<file path="config.mk">
export PLATFORM = sky130hd
export DESIGN_NAME = bcd_display_scanner
export DESIGN_NICKNAME = d
export VERILOG_FILES = /design/src/rtl/bcd_display_scanner.sv
export SDC_FILE = /design/constraint.sdc
export NUM_CORES = 1
export LEC_CHECK = 0
export ABC_AREA = 0
export CAP_MARGIN = 40
export CORE_MARGIN = 2
export CORE_UTILIZATION = 50
export CTS_BUF_LIST = sky130_fd_sc_hd__clkbuf_16
export DETAILED_ROUTE_END_ITERATION = 7
export PLACE_DENSITY = 0.81
export SLEW_MARGIN = 25
export SYNTH_ARGS = -nofsm -noshare
export SYNTH_HDL_FRONTEND = slang
export SYNTH_SLANG_ARGS = --single-unit
</file>
<file path="constraint.sdc">
create_clock -name clk -period 2.05 [get_ports clk]
set_input_delay 0.3075 -clock clk [delete_from_list [all_inputs] [get_ports clk]]
set_output_delay 0.3075 -clock clk [all_outputs]
set_load 0.01 [all_outputs]
</file>
<file path="src/rtl/bcd_display_scanner.sv">
// bcd_display_scanner
//   Takes a multi-digit BCD result plus carry from the adder stage over a
//   valid/ready handshake and scans it onto a shared 7-segment bus with
//   one-hot digit enables. A shadow register holds the next value until the
//   current frame finishes, so a frame never shows a mix of old and new digits.
//
//   Optional build macro: BCD_LZB_EN enables leading-zero blanking (digits
//   k>=1 go dark while they and every more-significant digit are zero).
module bcd_display_scanner #(
    parameter int DIGITS   = 4,
    parameter int SCAN_DIV = 1000
) (
    input  logic                  clk,
    input  logic                  reset_n,
    input  logic                  in_valid,
    output logic                  in_ready,
    input  logic [4*DIGITS-1:0]   in_bcd,
    input  logic                  in_carry,
    output logic [6:0]            seg,
    output logic                  dp,
    output logic [DIGITS-1:0]     an,
    output logic                  frame_pulse
);

    localparam int IDX_W = (DIGITS > 1) ? $clog2(DIGITS) : 1;
    localparam int PS_W  = $clog2(SCAN_DIV);

    localparam logic [IDX_W-1:0] IDX_LAST = IDX_W'(DIGITS - 1);
    localparam logic [PS_W-1:0]  PS_LAST  = PS_W'(SCAN_DIV - 1);

    logic [4*DIGITS-1:0] shadow_bcd;
    logic                shadow_carry;
    logic                pending;
    logic                pending_nxt;
    logic [4*DIGITS-1:0] disp_bcd;
    logic                disp_carry;
    logic [PS_W-1:0]     prescaler;
    logic [IDX_W-1:0]    digit_idx;
    logic                commit_q;

    logic                tc;
    logic                frame_end;
    logic                accept;
    logic                commit;
    logic [3:0]          cur_nib;
    logic                blank;
    logic [6:0]          glyph;

    assign tc        = (prescaler == PS_LAST);
    assign frame_end = tc && (digit_idx == IDX_LAST);
    assign accept    = in_valid && in_ready;
    assign commit    = frame_end && pending;

    // Scan timing: prescaler counts SCAN_DIV cycles per digit, index steps on TC.
    always_ff @(posedge clk or negedge reset_n) begin
        if (!reset_n) begin
            prescaler <= '0;
            digit_idx <= '0;
        end else begin
            // NOTE: sequential state uses non-blocking assignments so every
            // flop samples the pre-edge values of the others.
            prescaler <= tc ? '0 : prescaler + PS_W'(1);
            if (tc)
                digit_idx <= (digit_idx == IDX_LAST) ? '0 : digit_idx + IDX_W'(1);
        end
    end

    // Next value of the pending flag: set on accept, cleared on commit.
    always_comb begin
        // NOTE: default first so every path assigns and no latch is inferred.
        pending_nxt = pending;
        if (accept)
            pending_nxt = 1'b1;
        else if (commit)
            pending_nxt = 1'b0;
    end

    // Shadow capture and handshake; in_ready is the registered inverse of pending.
    always_ff @(posedge clk or negedge reset_n) begin
        if (!reset_n) begin
            shadow_bcd   <= '0;
            shadow_carry <= 1'b0;
            pending      <= 1'b0;
            in_ready     <= 1'b1;
        end else begin
            if (accept) begin
                shadow_bcd   <= in_bcd;
                shadow_carry <= in_carry;
            end
            pending  <= pending_nxt;
            in_ready <= !pending_nxt;
        end
    end

    // Display register loads from the shadow only at a frame boundary.
    always_ff @(posedge clk or negedge reset_n) begin
        if (!reset_n) begin
            disp_bcd   <= '0;
            disp_carry <= 1'b0;
            commit_q   <= 1'b0;
        end else begin
            if (commit) begin
                disp_bcd   <= shadow_bcd;
                disp_carry <= shadow_carry;
            end
            commit_q <= commit;
        end
    end

    // Decode the nibble under the current digit index, with optional blanking.
    always_comb begin
        cur_nib = disp_bcd[4*int'(digit_idx) +: 4];
`ifdef BCD_LZB_EN
        blank = (digit_idx != '0);
        for (int j = 0; j < DIGITS; j++) begin
            if (j >= int'(digit_idx) && disp_bcd[4*j +: 4] != 4'd0)
                blank = 1'b0;
        end
`else
        blank = 1'b0;
`endif
        case (cur_nib)
            4'd0:    glyph = 7'h3F;
            4'd1:    glyph = 7'h06;
            4'd2:    glyph = 7'h5B;
            4'd3:    glyph = 7'h4F;
            4'd4:    glyph = 7'h66;
            4'd5:    glyph = 7'h6D;
            4'd6:    glyph = 7'h7D;
            4'd7:    glyph = 7'h07;
            4'd8:    glyph = 7'h7F;
            4'd9:    glyph = 7'h6F;
            default: glyph = 7'h79;
        endcase
        if (blank)
            glyph = 7'h00;
    end

    // Output stage; frame_pulse is delayed to line up with the first new glyph.
    always_ff @(posedge clk or negedge reset_n) begin
        if (!reset_n) begin
            seg         <= 7'h00;
            dp          <= 1'b0;
            an          <= '0;
            frame_pulse <= 1'b0;
        end else begin
            seg         <= glyph;
            dp          <= disp_carry && (digit_idx == IDX_LAST);
            an          <= DIGITS'(1) << digit_idx;
            frame_pulse <= commit_q;
        end
    end

endmodule

</file>
==> impl_metrics.csv <==
group,metric,value,unit
worst_setup_path,critical_path.max_stage_delay,0.40,ns
synthesis,synth_cell_types,35,
worst_setup_path,cp_max_fo,17,
finish,antennaDiodeCount,0,
global_routing,grtUsageTotal,0.173,
timing,skew,0.00655,ns
clock_network,clk-insertion-delay-late,0.33,ns
timing,setup_ws,0.188,ns
global_routing,grt.overflow.total,0,
synthesis,avgSynthCellArea,14.0,um^2
global_routing,grt_pass1_vias,1597,
timing,rsz0062_at_grt,"no",
synthesis,netlist_instances,188,
route,wl_met3,188,um
finish,stdcell_count,309,
global_routing,grt_first_pass_wirelength,7650,um
worst_setup_path,worstPathCellList,"ha_1 -> and4bb_1 -> nor3b_2 -> nand3_4 -> buf_12 -> mux2_4",
clock_network,cts.clk_slew.worst_paths,0.05,ns
floorplan,io_pins,34,
timing,finalCritPeriodShare,0.908,
timing,max_freq,0.537,GHz
power_and_ir_drop,power.total,0.00311,W
worst_setup_path,r2r_setup_slack,0.19,ns
route,wl,4440,um
timing,setup_violations,0,
route,ant_nets,0,
route,dr.max_layer_used,"met4",
route,drt_iter0_markers,29,
place,placedCellCount,291,
timing,relSlewSlack,0.648,
worst_setup_path,r2r_cells,6,
worst_hold_path,min_path_cells,0,
timing,tns,0,ns
floorplan,die_w,76.5,um
synthesis,synth_nets,219,
clock_network,clockBufferDepth,2,
worst_hold_path,hold_path.class,"flop to flop",
timing,drv_slew,0,
worst_hold_path,min_to,"frame_pulse",
finish,final_cell_mix,"61 x dfrtp_1, 32 x clkdlybuf4s50_1, 25 x mux2_2",
clock_network,cts.sinks,62,
power_and_ir_drop,p_leak,1.54,nW
place,port_buffers,33,
place,place.gp.congestion,0.760,
global_routing,grt_antenna_before_repair,0,
finish,fin_nets,265,
floorplan,core_region_area,5110,um^2
clock_network,cts-root-buf,"clkbuf_16",
route,drc_errors,0,
floorplan,fp-row-count,26,
worst_setup_path,rr_startpoint,"prescaler[0]",
synthesis,ys_ff_latch,62,
floorplan,dieHeight,76.5,um
worst_setup_path,crit_type,"flop to flop",
clock_network,cts_tree,"done",
worst_setup_path,crit_required,2.26,ns
place,dp_hpwl,2900,um
power_and_ir_drop,max-vdd-ir-drop,0.000583,V
finish,final_common_cell,"dfrtp_1",
route,vias_per_cell,5.04,
worst_hold_path,min-delay-start,"commit_q",
route,met1_length,1980,um
clock_network,htree_num_levels,3,
run,max_cap_violations,0,
synthesis,yosys_warnings,0,
finish,register_area,1550,um^2
worst_setup_path,end_kind,"flop",
timing,tightest_slew,0.528,ns
floorplan,start_util,0.515,
finish,multi_input_comb_area,1010,um^2
worst_setup_path,r2r_end,"disp_bcd[9]",
route,wl_per_cell,14.4,um
finish,drive_gt1_frac,0.251,
global_routing,grt_max_degree,26,
place,detailedPlace.worstSlack,0.109,ns
clock_network,cts_made_buffers,9,
route,drt_first_pass_iters,3,
worst_setup_path,crit_path_top_delay_cell,"dfrtp_1",
power_and_ir_drop,powerDensity,915,nW/um^2
route,vias,1557,
timing,period_needed,1.86,ns
outcome,status,"completed",
timing,hold_viol,0,
route,wl_met2,2200,um
worst_setup_path,cp.arrival,2.07,ns
finish,fillCellCount,380,
finish,post-route-util,0.666,
worst_setup_path,cp-start-kind,"flop",
finish,area_growth,29.3,%
floorplan,die-area,5860,um^2
synthesis,synth-seq-area-share,0.590,
synthesis,syn_area,2630,um^2
[cell families after synthesis]
group / after synthesis / share of synthesized area
compound gates: 17 / 0.0400
flops: 62 / 0.590
buf+inv: 15 / 0.0247
xor+xnor: 4 / 0.0133
fa+ha+maj: 11 / 0.0523
simple gates: 38 / 0.0780
mux: 41 / 0.201
[critical path, delay by kind of cell (launching register included)]
kind | cells | cell delay [ns]
muxes | 1 | 0.30
DFF | 1 | 0.40
adders and majority gates | 1 | 0.25
and+or+nand+nor | 3 | 0.62
buffers and inverters | 1 | 0.18
[report_power, final]
part	internal [W]	total (W)	switching, W
clock	0.00104	0.00154	0.000499
combinational	0.000122	0.000181	0.0000592
sequential	0.00133	0.00139	0.0000576
total	0.00250	0.00311	0.000616
[state kept, by name, indices dropped and copies added (netlist names)]
name / count
digit_idx: 2
seg: 7
shadow_carry: 1
disp_bcd: 16
commit_q: 1
dp: 1
an: 4
in_ready: 1
frame_pulse: 1
pending: 1
shadow_bcd: 16
prescaler: 10
disp_carry: 1
[per-stage QoR]
stage / hold WS, ns / cell area, um^2
finish: 0.347 / 3400
global route: 0.351 / 3400
detailed placement: 0.309 / 3070
global placement: 0.307 / 3070
CTS: 0.349 / 3380
floorplan: 0.0119 / 2630
[synthesized netlist by cell type]
cell | n | share of area
nor2b_1 | 1 | 0.0024
o21ai_0 | 4 | 0.0076
and4bb_1 | 1 | 0.0048
o21ai_1 | 1 | 0.0019
mux4_2 | 3 | 0.026
nand3_4 | 1 | 0.0067
or3_1 | 1 | 0.0024
dfrtp_1 | 61 | 0.58
xor2_1 | 3 | 0.010
mux2_4 | 10 | 0.057
dfstp_2 | 1 | 0.010
xnor2_1 | 1 | 0.0033
inv_1 | 10 | 0.014
clkbuf_1 | 3 | 0.0043
buf_6 | 1 | 0.0043
a22o_1 | 1 | 0.0033
and2_1 | 2 | 0.0048
buf_2 | 1 | 0.0019
mux2_2 | 25 | 0.11
a32oi_1 | 1 | 0.0033
nor2_1 | 7 | 0.010
and3_1 | 2 | 0.0048
ha_1 | 11 | 0.052
a21boi_0 | 1 | 0.0029
a21oi_1 | 4 | 0.0076
o211ai_1 | 3 | 0.0086
nand4_1 | 1 | 0.0024
a31oi_1 | 1 | 0.0024
o22ai_1 | 1 | 0.0024
or4_1 | 1 | 0.0029
nand2_1 | 12 | 0.017
mux2i_1 | 3 | 0.011
nor3_1 | 1 | 0.0019
nor3b_2 | 1 | 0.0048
nand3_1 | 7 | 0.013
[worst max path at each step]
stage | to | depth (start not counted) | slack [ns] | start
after floorplan | seg[3] | 6 | 0.19 | digit_idx[0]
after global placement | disp_bcd[12] | 5 | 0.19 | prescaler[0]
after detailed placement | disp_bcd[4] | 5 | 0.11 | prescaler[0]
after CTS | disp_bcd[5] | 5 | 0.08 | prescaler[0]
after global routing | disp_bcd[9] | 6 | 0.06 | prescaler[0]
final | disp_bcd[9] | 6 | 0.19 | prescaler[0]
[timing repair]
action                                  4_1_cts  5_1_grt
gates resized for setup                       0        0
hold endpoints to repair                     19        0
hold buffers                                  1        0
setup buffers                                 0        1
endpoints found under the setup margin        0       17
[layout make-up]
type,instances,share of cell area
inverters,10,0.0110
clock inverters,7,0.0235
clock buffers,9,0.0662
repair buffers,40,0.119
flip-flops and latches,62,0.457
multi-input cells,111,0.298
well taps,70,0.0258
[routing by layer]
| layer | global-route usage | up-vias |
|---|---|---|
| li1 | - | 747 |
| met1 | 0.215 | 768 |
| met2 | 0.270 | 33 |
| met3 | 0.0675 | 9 |
| met4 | 0.0764 | 0 |
| met5 | 0 | - |
(Power assumes the default switching activity.)
